## src/rtl/store_pkg.sv

```systemverilog
// store_pkg: shared constants and state type for the store formatter.
package store_pkg;
  localparam logic [2:0] F3_SB = 3'b000;
  localparam logic [2:0] F3_SH = 3'b001;
  localparam logic [2:0] F3_SW = 3'b010;
  localparam int DATA_WIDTH = 32;
  localparam int NUM_LANES = DATA_WIDTH / 8;
  typedef enum logic [1:0] {IDLE = 2'd0, BEAT0 = 2'd1, BEAT1 = 2'd2} store_state_t;
endpackage

```

## src/rtl/store_align.sv

```systemverilog
// store_align: positions store data and byte strobes across two adjacent words.
module store_align
  import store_pkg::*;
(
  input  logic [1:0]  addr,
  input  logic [2:0]  funct3,
  input  logic [31:0] data,
  output logic [7:0]  strb8,
  output logic [63:0] data64,
  output logic        legal,
  output logic        crosses
);
  logic [3:0] mask;
  logic [31:0] d;
  always_comb begin
    mask = funct3 == F3_SB ? 4'b0001 : funct3 == F3_SH ? 4'b0011 : 4'b1111;
    d = data & {{8{mask[3]}}, {8{mask[2]}}, {8{mask[1]}}, {8{mask[0]}}};
    strb8 = {4'b0000, mask} << addr;
    data64 = {32'h0, d} << {addr, 3'b000};
    legal = funct3 == F3_SB || funct3 == F3_SH || funct3 == F3_SW;
    crosses = |strb8[7:4];
  end
endmodule

```

## src/rtl/store_unit.sv

```systemverilog
// store_unit: turns SB/SH/SW requests into one or two word-aligned strobed write beats.
module store_unit
  import store_pkg::*;
#(
  parameter int ADDR_WIDTH = 32,
  parameter int DATA_WIDTH = 32,
  parameter int ALLOW_MISALIGNED = 1
) (
  input  logic                  clk,
  input  logic                  rst,
  input  logic                  req_valid,
  output logic                  req_ready,
  input  logic [ADDR_WIDTH-1:0] req_addr,
  input  logic [DATA_WIDTH-1:0] req_data,
  input  logic [2:0]            req_funct3,
  output logic                  mem_valid,
  input  logic                  mem_ready,
  output logic [ADDR_WIDTH-1:0] mem_addr,
  output logic [DATA_WIDTH-1:0] mem_wdata,
  output logic [3:0]            mem_wstrb,
  output logic                  done,
  output logic                  err
);
  store_state_t state;
  logic [7:0] strb8;
  logic [63:0] data64;
  logic legal, crosses, accept, reject;
  logic [ADDR_WIDTH-1:0] base, hi_addr;
  logic [DATA_WIDTH-1:0] hi_data;
  logic [3:0] hi_strb;

  store_align u_align (
    .addr(req_addr[1:0]), .funct3(req_funct3), .data(req_data),
    .strb8(strb8), .data64(data64), .legal(legal), .crosses(crosses)
  );

  assign req_ready = state == IDLE;
  assign mem_valid = state != IDLE;
  assign accept = req_valid && req_ready;
  assign reject = !legal || (crosses && ALLOW_MISALIGNED == 0);
  assign base = {req_addr[ADDR_WIDTH-1:2], 2'b00};

  always_ff @(posedge clk or posedge rst)
    if (rst) begin
      state <= IDLE;
      mem_addr <= '0;
      mem_wdata <= '0;
      mem_wstrb <= '0;
      hi_addr <= '0;
      hi_data <= '0;
      hi_strb <= '0;
      done <= 1'b0;
      err <= 1'b0;
    end else begin
      done <= 1'b0;
      err <= 1'b0;
      if (accept) begin
        if (reject) err <= 1'b1;
        else begin
          state <= BEAT0;
          mem_addr <= base;
          mem_wdata <= data64[31:0];
          mem_wstrb <= strb8[3:0];
          hi_addr <= base + ADDR_WIDTH'(4);
          hi_data <= data64[63:32];
          hi_strb <= strb8[7:4];
        end
      end else if (mem_valid && mem_ready) begin
        if (state == BEAT0 && |hi_strb) begin
          state <= BEAT1;
          mem_addr <= hi_addr;
          mem_wdata <= hi_data;
          mem_wstrb <= hi_strb;
        end else begin
          state <= IDLE;
          done <= 1'b1;
        end
      end
    end
endmodule

```

## config.mk

```make
export PLATFORM = sky130hd
export DESIGN_NAME = store_unit
export DESIGN_NICKNAME = d
export VERILOG_FILES = /design/src/rtl/store_pkg.sv /design/src/rtl/store_align.sv /design/src/rtl/store_unit.sv
export SDC_FILE = /design/constraint.sdc
export NUM_CORES = 1
export LEC_CHECK = 0
export CAP_MARGIN = 20
export CORE_MARGIN = 5
export CORE_UTILIZATION = 41
export CTS_CLUSTER_SIZE = 16
export DETAILED_ROUTE_END_ITERATION = 16
export PLACE_DENSITY_LB_ADDON = 0.25
export SKIP_LAST_GASP = 1
export SLEW_MARGIN = 15
export SYNTH_ARGS = -nofsm -noshare
export SYNTH_HDL_FRONTEND = slang
export SYNTH_SLANG_ARGS = --single-unit
```

## constraint.sdc

```tcl
create_clock -name clk -period 5.6 [get_ports clk]
set_input_delay 1.12 -clock clk [delete_from_list [all_inputs] [get_ports clk]]
set_output_delay 1.12 -clock clk [all_outputs]
set_load 0.005 [all_outputs]
```

# ---- Yosys cells after proc, flatten, opt, wreduce, memory -nomap -nowiden
# Index checks and enable logic that the tools add are counted.
# Widths: inputs -> output; s select.
dict set report totals {
  reg_bits 140
  output_inout_bits 72
  elab_cells 54
}
dict set report op_classes {
  add_sub_neg 1
  n_eq_ne 4
  shifts 2
  mux 23
  bitwise 1
  reduce_logical 14
}
# cell n
set op_table {}
lappend op_table {{$mux 32} 8}
lappend op_table {{$shl 32x5->64} 1}
lappend op_table {{$add 32x3->32 const B} 1}
lappend op_table {{$and 32x32->32} 1}
lappend op_table {{$mux 4} 6}
lappend op_table {{$mux 2} 4}
lappend op_table {{$shl 4x2->8} 1}
lappend op_table {{$reduce_bool 2->1} 3}
lappend op_table {{$mux 1} 5}
lappend op_table {{$reduce_and 2->1} 2}
lappend op_table {{$reduce_or 4->1} 1}
lappend op_table {{$eq 3x1->1 const B} 1}
lappend op_table {{$eq 3x2->1 const B} 1}
lappend op_table {{$logic_and 1x1->1} 3}
lappend op_table {{$logic_not 3->1} 1}
lappend op_table {{$reduce_and 3->1} 1}
lappend op_table {{$eq 2x1->1 const B} 1}
lappend op_table {{$logic_not 2->1} 1}
lappend op_table {{$logic_or 1x1->1} 2}
lappend op_table {{$ne 2x2->1 const B} 1}

# ---- Depth between registers and ports, before layout
dict set report depth {
  word_depth 7
  ltp_mapped 6
}

# ---- Hierarchy
# Synthesis repeated with hierarchy kept, for this count alone.
dict set report unflattened {
  cells_unflattened 827
  area_unflattened_um2 7389.6
}
# mod instances cells_each area_each_um2 seq_area_each_um2
set by_module_without_submodules {}
lappend by_module_without_submodules {store_unit 1 660 6349.8 3403.3}
lappend by_module_without_submodules {store_align 1 167 1039.7 0.0}

# ---- Least setup slack after synthesis
# Ideal clock, no wire load.
dict set report synth_path {
  path_kind {input-to-reg}
  startpoint {input port req_addr[2]}
  endpoint {register hi_addr[18]}
  arrival_time_ns 2.592
  t_required_ns 5.518
  path_slack_ns 2.926
  cell_stages 6
  path_buffers 1
  cell_sequence {ha_1 > nand3_1 > or4_4 > buf_2 > or3_1 > a31oi_1}
}
dict set report synth_between {
  elab_chain_len 1
}
# item line_no
set synth_rtl {}
lappend synth_rtl {{start: declaration} store_unit.sv:13} ;# input logic [ADDR_WIDTH-1:0] req_addr,
lappend synth_rtl {{$add 32x3->32} store_unit.sv:64} ;# hi_addr <= base + ADDR_WIDTH'(4);
lappend synth_rtl {{end signal: assignment} store_unit.sv:64}
lappend synth_rtl {{end: declaration} store_unit.sv:28} ;# logic [ADDR_WIDTH-1:0] base, hi_addr;
# No other way between the ends.
# A chain may end at the register's enable or synchronous reset.

# ---- Worst setup path after layout
dict set report layout_path {
  startpoint {input port req_funct3[2]}
  endpoint {register hi_data[21]}
}
dict set report layout_between {
  elab_chain_len 5
  word_cells_on_any_way 10
  cone_classes {2 x eq/ne; 1 x shift; 2 x mux; 1 x bitwise; 4 x reduce/logical}
}
# item line_no
set layout_rtl {}
lappend layout_rtl {{start: declaration} store_unit.sv:15} ;# input logic [2:0] req_funct3,
lappend layout_rtl {{$eq 3x1->1} {store_align.sv:16, store_align.sv:20}}
lappend layout_rtl {{$mux 4 (2 in series)} store_align.sv:16} ;# mask = funct3 == F3_SB ? 4'b0001 : funct3 == F3_SH ? 4'b0011 : 4'b1111;
lappend layout_rtl {{$and 32x32->32} store_align.sv:17} ;# d = data & {{8{mask[3]}}, {8{mask[2]}}, {8{mask[1]}}, {8{mask[0]}}};
lappend layout_rtl {{$shl 32x5->64} store_align.sv:19} ;# data64 = {32'h0, d} << {addr, 3'b000};
lappend layout_rtl {{end signal: assignment} store_unit.sv:65} ;# hi_data <= data64[63:32];
lappend layout_rtl {{end: declaration} store_unit.sv:29} ;# logic [DATA_WIDTH-1:0] hi_data;
# Parallel ways exist; a longest one is shown, timed or not.

==> results.sh <==
export IMPL_outcome="finished, final reports clean"
export IMPL_max_freq_mhz=279.6
export IMPL_start_util_pct=41.40
export IMPL_intPower_mw=2.558
export IMPL_wire_per_inst_um=18.04
export IMPL_synth_cells=733
export IMPL_crit_required_ns=5.95
export IMPL_async_reset_ff_share_pct=100.0
export IMPL_gr_total_overflow=0
export IMPL_drive_above_1_share_pct=8.382
export IMPL_cts_buffer_depth=2
export IMPL_rows=46
export IMPL_yosysTopAreaCell="dfrtp_1"
export IMPL_grt_use_total_pct=21.43
export IMPL_grt_pass1_vias=5686
export IMPL_post_cts_buffers=0
export IMPL_p_switching_mw=1.139
export IMPL_fin_crit_sh_pct=63.86
export IMPL_ys_ff_latch=127
export IMPL_drcViolationCount=0
export IMPL_synth_most_common_cell="dfrtp_1"
export IMPL_cap_viol_max_count=0
export IMPL_swShare_pct=30.81
export IMPL_grt_max_degree=78
export IMPL_cts_root_buf="clkbuf_16"
export IMPL_cts_max_level=4
export IMPL_hpwl_um=13090
export IMPL_fin_hold_ws_ns=0.4721
export IMPL_crit_fanout=14
export IMPL_wl_met1_um=8842
export IMPL_p_clk_share_pct=26.4
export IMPL_clock_sinks=127
export IMPL_die_h_um=136.2
export IMPL_final_seq_area_um2=3178
export IMPL_synth_common_cells="127 x dfrtp_1, 114 x nand2_1, 109 x nor2_1, 46 x a31oi_1, 44 x clkbuf_1"
export IMPL_powerDensity_nw_per_um2=429.9
export IMPL_critPathTopFamily="simple AND/OR/NAND/NOR gates"
export IMPL_topRoutingLayerUsed="met4"
export IMPL_area_growth_pct=31.72
export IMPL_cpPeakStageDelay_ns=0.79
export IMPL_setup_tns_ns=0
export IMPL_period_needed_ns=3.576
export IMPL_clock_skew_ns=0.008754
export IMPL_grt_pass1_wl_um=30790
export IMPL_regToRegSetupSlack_ns=2.79
export IMPL_antenna_found_initial=0
export IMPL_critPathKind="in2reg"
export IMPL_io_pins=143
export IMPL_clk_pin_slew_ns=0.05
export IMPL_ys_flop_type="dfrtp_1"
export IMPL_critPathSlowestCell="nor2_1"
export IMPL_clock_latency_ns=0.42
export IMPL_ys_seq_area_share_pct=48.68
export IMPL_seqPwrFrac_pct=39.9
export IMPL_avgViaCountPerCell=5.538
export IMPL_place_worst_setup_slack_ns=1.605
export IMPL_cp_num_buf_inv=1
export IMPL_dr_pass1_iters=5
export IMPL_num_vias=5953
export IMPL_dieArea_um2=18550
export IMPL_worst_pin_slew_ns=0.8950
export IMPL_hold_path_class="reg2reg"
export IMPL_synth_area_um2=6529
export IMPL_worstPathCellList="clkdlybuf4s50_1, nor4b_2, nand3_1, nor2_1, a22o_1"
export IMPL_wl_met3_um=1350
export IMPL_setup_violations=0
export IMPL_leakagePower_nw=3.531
export IMPL_die_w_um=136.2
export IMPL_initialDrtViolationCount=404
export IMPL_ys_warn_count=0
export IMPL_cts_tree="built"
export IMPL_synth_avg_cell_area_um2=8.907
export IMPL_gp_congestion=0.8208
export IMPL_maxSlewHeadroom_pct=40.07
export IMPL_synth_edf_count=0
export IMPL_ys_top_cells_by_area="dfrtp_1 49%, nand2_1 6.6%, nor2_1 6.3%, a22o_1 4.4%, a31oi_1 4.4%"
export IMPL_n_fill_cell=1487
export IMPL_crit_arrival_ns=3.93
export IMPL_synth_top_cell_area_share_pct=48.68
export IMPL_yosysUniqueCellTypes=52
export IMPL_multi_input_area_um2=3090
export IMPL_setup_slack_ns=2.024
export IMPL_antenna_left=0
export IMPL_post_cts_resized=0
export IMPL_worstSetupEndpointType="flop"
export IMPL_rsz0062_at_grt="false"
export IMPL_routed_wl_um=19400
export IMPL_worstSetupStartpointType="input pin"
export IMPL_slew_violations=0
export IMPL_cts_buffers=17
export IMPL_peakVddDrop_v=0.0002477
export IMPL_hold_violations=0
export IMPL_port_buffers=140
export IMPL_comb_power_share_pct=33.6
export IMPL_met2_length_um=8970
export IMPL_hold_buffers=0
export IMPL_antenna_cells=0
export IMPL_nNetsFinal=918
export IMPL_coreArea_um2=15770
## state kept, by name (all words and copies together), names as in the netlist
signal / cells
hi_strb: 3
hi_addr: 30
done: 1
mem_addr: 30
mem_wstrb: 4
state: 2
hi_data: 24
err: 1
mem_wdata: 32
## through the flow
stage,std cells,cell area [um2],power (mW),utilization [%]
final,1075,8600,3.697,54.53
after global routing,1075,8600,3.924,54.53
after CTS,1074,8572,3.724,54.36
after detailed placement,1042,8059,2.741,51.10
after global placement,1041,8044,2.719,51.01
after floorplan,734,6533,2.012,-
## final cells by class
class	instances	area share, %
Tap cell	216	3.143
Inverter	9	0.4219
Clock inverter	7	0.4365
Multi-Input combinational cell	540	35.94
Timing Repair Buffer	151	17.58
Sequential cell	127	36.96
Clock buffer	25	5.529
## power groups by stage
stage / sequential [mW] / clock [mW] / combinational [mW]
after floorplan: 1.46 / 0 / 0.554
after global placement: 1.49 / 0 / 1.23
after detailed placement: 1.49 / 0 / 1.25
after CTS: 1.48 / 0.988 / 1.26
after global routing: 1.53 / 1.03 / 1.37
final: 1.48 / 0.978 / 1.24
## final timing paths
kind	from	endpoint	depth (start not counted)
setup / recovery	req_funct3[2]	hi_data[21]	5
hold / removal	hi_addr[3]	hi_addr[3]	2
setup reg to reg	state[0]	hi_data[21]	4
hold reg to reg	hi_addr[3]	hi_addr[3]	2
max in group asynchronous	rst	hi_addr[23]	4
min in group asynchronous	rst	err	2
## layer usage
layer,vias up,GRT usage (%)
met1,2873,30.54
met3,19,5.366
met4,0,6.103
met2,219,32.44
li1,2842,-
met5,-,0
## logic make-up after synthesis
family          count (synthesis)  synth area share [%]
compound gates                200                 20.91
xor+xnor                       12                 1.610
fa+ha+maj                       1                0.1916
buf+inv                        67                 4.293
flops                         127                 48.68
mux                            16                 2.606
other cells                     1               0.05744
simple gates                  309                 21.66
## cells in the final DEF (no fill, tap or decap), drive strengths merged, types with 12 or more instances in the layout
cell type	n
or4	12
o21ai	41
clkdlybuf4s50	140
a22oi	14
nor3	13
nand2	114
clkbuf	25
a22o	33
dfrtp	127
nand3	12
a31oi	46
nor2	109
a21oi	23
## worst register-to-register path: stages (launching register included)
cell     delay [ns]
dfrtp_1        0.45
nor4b_2        0.65
nand3_1        0.61
nor2_1         0.80
a22o_1         0.23
Power figures use the tool's default switching activity.
